File: config.mk
export PLATFORM = sky130hd
export DESIGN_NAME = spi_master_arb
export DESIGN_NICKNAME = d
export VERILOG_FILES = /design/src/rtl/spi_master_arb.sv
export SDC_FILE = /design/constraint.sdc
export NUM_CORES = 1
export LEC_CHECK = 0
export CORE_MARGIN = 5
export CORE_UTILIZATION = 45
export CTS_CLUSTER_SIZE = 25
export DETAILED_ROUTE_END_ITERATION = 8
export PLACE_DENSITY = 0.71
export SLEW_MARGIN = 30
export SYNTH_ARGS = -nofsm -noshare
export SYNTH_HDL_FRONTEND = slang
export SYNTH_SLANG_ARGS = --single-unit
File: constraint.sdc
create_clock -name PCLK -period 2.3 [get_ports PCLK]
set_clock_uncertainty 0.2 [all_clocks]
set_input_delay 0.23 -clock PCLK [delete_from_list [all_inputs] [get_ports PCLK]]
set_output_delay 0.23 -clock PCLK [all_outputs]
set_load 0.01 [all_outputs]
File: src/rtl/spi_master_arb.sv
// Two-requester SPI master (mode 0, MSB first) with round-robin arbitration.
// One frame per grant: SETUP, 16 SCK half-periods, HOLD, then a GAP before re-arbitration.
module spi_master_arb #(
    parameter int unsigned CLK_DIV = 4
) (
    input  logic       PCLK,
    input  logic       PRESETn,
    input  logic       REQ0,
    input  logic       REQ1,
    input  logic [7:0] WDATA0,
    input  logic [7:0] WDATA1,
    output logic       DONE0,
    output logic       DONE1,
    output logic [7:0] RDATA,
    output logic [1:0] GNT,
    output logic       BUSY,
    output logic       SS,
    output logic       SCK,
    output logic       MOSI,
    input  logic       MISO
);

    typedef enum logic [2:0] {
        IDLE,
        SETUP,
        XFER,
        HOLD,
        GAP
    } state_t;

    localparam logic [7:0] HP_LAST = 8'(CLK_DIV - 1);

    state_t     state;
    logic [7:0] hp_cnt;
    logic [3:0] bit_cnt;
    logic [7:0] tx_sr;
    logic [7:0] rx_sr;
    logic       last_gnt1;
    logic       hp_done;
    logic       pick1;

    assign hp_done = (hp_cnt == HP_LAST);
    assign MOSI    = tx_sr[7];

    // Requester 1 wins when alone, or on a tie when requester 0 was served last.
    always_comb begin
        pick1 = REQ1 && (!REQ0 || !last_gnt1);
    end

    // NOTE: all state uses non-blocking assignments so every branch sees pre-edge values.
    always_ff @(posedge PCLK or negedge PRESETn) begin
        if (!PRESETn) begin
            state     <= IDLE;
            hp_cnt    <= 8'd0;
            bit_cnt   <= 4'd0;
            tx_sr     <= 8'd0;
            rx_sr     <= 8'd0;
            last_gnt1 <= 1'b1;
            GNT       <= 2'b00;
            BUSY      <= 1'b0;
            SS        <= 1'b1;
            SCK       <= 1'b0;
            RDATA     <= 8'd0;
            DONE0     <= 1'b0;
            DONE1     <= 1'b0;
        end else begin
            // NOTE: default-low here makes DONE a single-cycle pulse without extra clearing logic.
            DONE0 <= 1'b0;
            DONE1 <= 1'b0;
            case (state)
                IDLE: begin
                    if (REQ0 || REQ1) begin
                        state     <= SETUP;
                        BUSY      <= 1'b1;
                        SS        <= 1'b0;
                        hp_cnt    <= 8'd0;
                        bit_cnt   <= 4'd0;
                        last_gnt1 <= pick1;
                        GNT       <= pick1 ? 2'b10 : 2'b01;
                        tx_sr     <= pick1 ? WDATA1 : WDATA0;
                    end
                end
                SETUP: begin
                    if (hp_done) begin
                        hp_cnt <= 8'd0;
                        SCK    <= 1'b1;
                        rx_sr  <= {rx_sr[6:0], MISO};
                        state  <= XFER;
                    end else begin
                        hp_cnt <= hp_cnt + 8'd1;
                    end
                end
                XFER: begin
                    if (hp_done) begin
                        hp_cnt  <= 8'd0;
                        bit_cnt <= bit_cnt + 4'd1;
                        if (bit_cnt == 4'd15) begin
                            state <= HOLD;
                        end else if (SCK) begin
                            SCK <= 1'b0;
                            // The final falling edge leaves TX alone so MOSI holds the LSB.
                            if (bit_cnt != 4'd14) begin
                                tx_sr <= {tx_sr[6:0], 1'b0};
                            end
                        end else begin
                            SCK   <= 1'b1;
                            rx_sr <= {rx_sr[6:0], MISO};
                        end
                    end else begin
                        hp_cnt <= hp_cnt + 8'd1;
                    end
                end
                HOLD: begin
                    if (hp_done) begin
                        hp_cnt <= 8'd0;
                        SS     <= 1'b1;
                        RDATA  <= rx_sr;
                        DONE0  <= GNT[0];
                        DONE1  <= GNT[1];
                        GNT    <= 2'b00;
                        state  <= GAP;
                    end else begin
                        hp_cnt <= hp_cnt + 8'd1;
                    end
                end
                GAP: begin
                    if (hp_done) begin
                        hp_cnt <= 8'd0;
                        BUSY   <= 1'b0;
                        state  <= IDLE;
                    end else begin
                        hp_cnt <= hp_cnt + 8'd1;
                    end
                end
                default: begin
                    state <= IDLE;
                end
            endcase
        end
    end

endmodule

==> results of run 1 <==
-- state kept, by name (all words and copies together) (netlist names) --
register	flops
hp_cnt	8
state	3
bit_cnt	4
SS	1
rx_sr	8
tx_sr	8
DONE0	1
BUSY	1
last_gnt1	1
GNT	2
RDATA	8
SCK	1
DONE1	1
-- per-layer routing --
layer,part of all wire,vias up,track usage
met5,0,-,0
met4,0.010,0,0.0507
met3,0.068,5,0.0455
met2,0.46,35,0.237
met1,0.46,822,0.202
li1,-,829,-
-- what timing repair did --
item	in CTS	in global routing
endpoints found under the hold margin	45	0
buffers inserted	0	0
hold buffers	1	0
-- cells in the mapped netlist, types with 3 or more instances --
| cell type | number | share of area |
|---|---|---|
| nand2_1 | 13 | 0.022 |
| a211oi_1 | 3 | 0.010 |
| a22o_1 | 3 | 0.012 |
| ha_1 | 3 | 0.017 |
| dfrtp_1 | 45 | 0.50 |
| nor3_1 | 3 | 0.0067 |
| o21ai_0 | 4 | 0.0089 |
| buf_2 | 3 | 0.0067 |
| a31oi_1 | 4 | 0.011 |
| a21oi_1 | 8 | 0.018 |
| a21o_1 | 6 | 0.020 |
| nor2_1 | 14 | 0.023 |
| mux2i_1 | 12 | 0.053 |
| a221o_1 | 7 | 0.031 |
| nand3_1 | 8 | 0.018 |
| mux2_2 | 17 | 0.085 |
-- kinds of logic (layout without fill, tap and decap cells) --
family / Yosys count / in the layout / share of synthesized area
mux: 29 / 29 / 0.138
flops: 47 / 47 / 0.523
fa+ha+maj: 3 / 3 / 0.0167
xor+xnor: 1 / 1 / 0.00389
compound gates: 49 / 49 / 0.160
simple gates: 54 / 54 / 0.136
buf+inv: 10 / 65 / 0.0217
-- layout make-up --
type                       count  share of cell area
inverter                       2             0.00257
clock buffer                   6              0.0249
multi-input combinational    136               0.351
clock inverter                 2              0.0129
tap                           67              0.0287
sequential                    47               0.404
timing repair buffer          55               0.176
-- power by group --
| group | switching (mW) | total (mW) | leakage [nW] | internal (mW) |
|---|---|---|---|---|
| logic | 0.586 | 1.21 | 0.663 | 0.621 |
| clock network | 0.273 | 0.597 | 0.0514 | 0.324 |
| registers | 0.202 | 1.25 | 0.616 | 1.04 |
-- worst max-delay path by stage --
stage                                     start                      to  slack, ns  cells after the start
after CTS                 hp_cnt[0]$_DFFE_PN0P_    rx_sr[6]$_DFFE_PN0P_       0.17                      6
final                     hp_cnt[0]$_DFFE_PN0P_    tx_sr[5]$_DFFE_PN0P_       0.15                      5
after global placement    hp_cnt[0]$_DFFE_PN0P_    tx_sr[3]$_DFFE_PN0P_       0.22                      5
after floorplan           hp_cnt[0]$_DFFE_PN0P_    rx_sr[0]$_DFFE_PN0P_       0.21                      5
after global routing      hp_cnt[0]$_DFFE_PN0P_    tx_sr[7]$_DFFE_PN0P_      0.002                      5
after detailed placement                   REQ0  bit_cnt[0]$_DFFE_PN0P_       0.18                      6
-- metrics by stage --
step                hold WS [ns]  setup WS (ns)
finish                     0.300          0.153
CTS                        0.299          0.168
floorplan                 -0.266          0.210
detailed placement         0.158          0.180
global route               0.319        0.00207
global placement           0.160          0.216
==> summary.txt, run 1 <==
status -> finished, final reports clean
Mapped Cells -> 193
Critical Path, Cell by Cell -> ha_1 -> nor4b_4 -> nand4_1 -> a31o_2 -> a221o_1
CTS H-tree lvls -> 2
Avg WL per Cell -> 14.6 um
CTS Buffer Depth -> 2
Fillers -> 391
most common cell after layout, fill and taps aside -> dfrtp_1
crit path buf inv count -> 0
ANT cells -> 0
Reg clk slew, reported paths -> 0.09 ns
CTS tree -> yes
pwr dens -> 1050 nW/um2
Overall Power -> 3.05 mW
Crit-path slowest cell -> dfrtp_1
worst path required time -> 2.29 ns
Die X -> 80.7 um
period utilization -> 0.934
hold_sp -> tx_sr[0]$_DFFE_PN0P_
cts repair resizes -> 0
Layout area overhead -> 29.6%
Seq/Total Area, Yosys -> 0.523
# rows -> 25
Mapped Area -> 2250 um2
clock latency on the worst-skew pair -> 0.30 ns
asr flop ratio synth -> 1.00
DR pass1 iterations -> 4
DR iter-0 viols -> 84
Reg2Reg Depth -> 5
I/O Buffers -> 36
antenna violations before repair -> 0
Final Hold Viols -> 0
TNS Setup -> 0 ns
most frequent cells in the layout -> dfrtp_1 (45), clkdlybuf4s50_1 (35), mux2_2 (17), buf_4 (17), nor2_1 (14)
R2R Setup Slk -> 0.15 ns
die span in y -> 80.7 um
clk sink count -> 47
Tot GR Track Use -> 0.152
register area -> 1180 um2
Net Count, Synth -> 217
DRC -> 0
Starting Density -> 0.471
crit path time final -> 2.15 ns
boundary pin count -> 37
final setup fails -> 0
post-route cell area -> 2920 um2
leak pwr -> 1.33 nW
Worst Path Max Fanout -> 8
worst-margin pin slew -> 0.584 ns
Final Slew Violations -> 0
Routed Antenna Nets -> 0
clk root buf -> clkbuf_8
Syn. warnings -> 0
Hold Crit Class -> register to register
worst slew margin relative to its limit -> 0.611
FF-to-FF End -> tx_sr[5]$_DFFE_PN0P_
Final nets -> 271
routability cong. -> 0.829
Worst Hold Depth -> 1
area of the multi-input gates -> 1020 um2
post-DP HPWL -> 3310 um
Synth Area per Inst -> 11.7 um2
Worst EP arrival -> 2.14 ns
placed cell area -> 2800 um2
final wirelength -> 4590 um
share of cells above drive strength 1 -> 0.218
grt total ovfl -> 0
Core Box Area -> 4790 um2
die footprint -> 6520 um2
slowest stage delay, CP -> 0.41 ns
vias after detailed routing -> 1691
hold endpoint -> tx_sr[0]$_DFFE_PN0P_
first-pass GRT wire length -> 7700 um
r2r startpoint -> hp_cnt[0]$_DFFE_PN0P_
Crit. End Element -> register
EDFF count, synth -> 0
Placed Instances -> 306
RSZ-0062 raised after global routing -> false
largest net degree at the start of global routing -> 48
Primary FF master, synth -> dfrtp_1
Top delay family on crit path -> compound AO/OA/AOI/OAI gates
max frequency -> 0.466 GHz
CP startpoint kind -> register
Distinct cells, synth -> 46
CTS Buf Count -> 5
Final Non-Filler Cells -> 315
Final Core Density -> 0.610
Max Cap Viol -> 0
maximum VDD drop -> 0.000522 V
WS Path Type -> register to register
number of global-route vias before repair -> 1665
drt via density -> 5.37
synthesis-stage register bit count -> 47
(Power assumes the default switching activity.)
==> run 2: changes to the inputs <==
--- a/config.mk
+++ b/config.mk
@@ -10,6 +10,7 @@
 export CTS_CLUSTER_SIZE = 25
 export DETAILED_ROUTE_END_ITERATION = 8
 export PLACE_DENSITY = 0.71
+export SKIP_CTS_REPAIR_TIMING = 1
 export SLEW_MARGIN = 30
 export SYNTH_ARGS = -nofsm -noshare
 export SYNTH_HDL_FRONTEND = slang
==> results of run 2 <==
No change in the layout: final DEF, timing and power equal those of run 1.
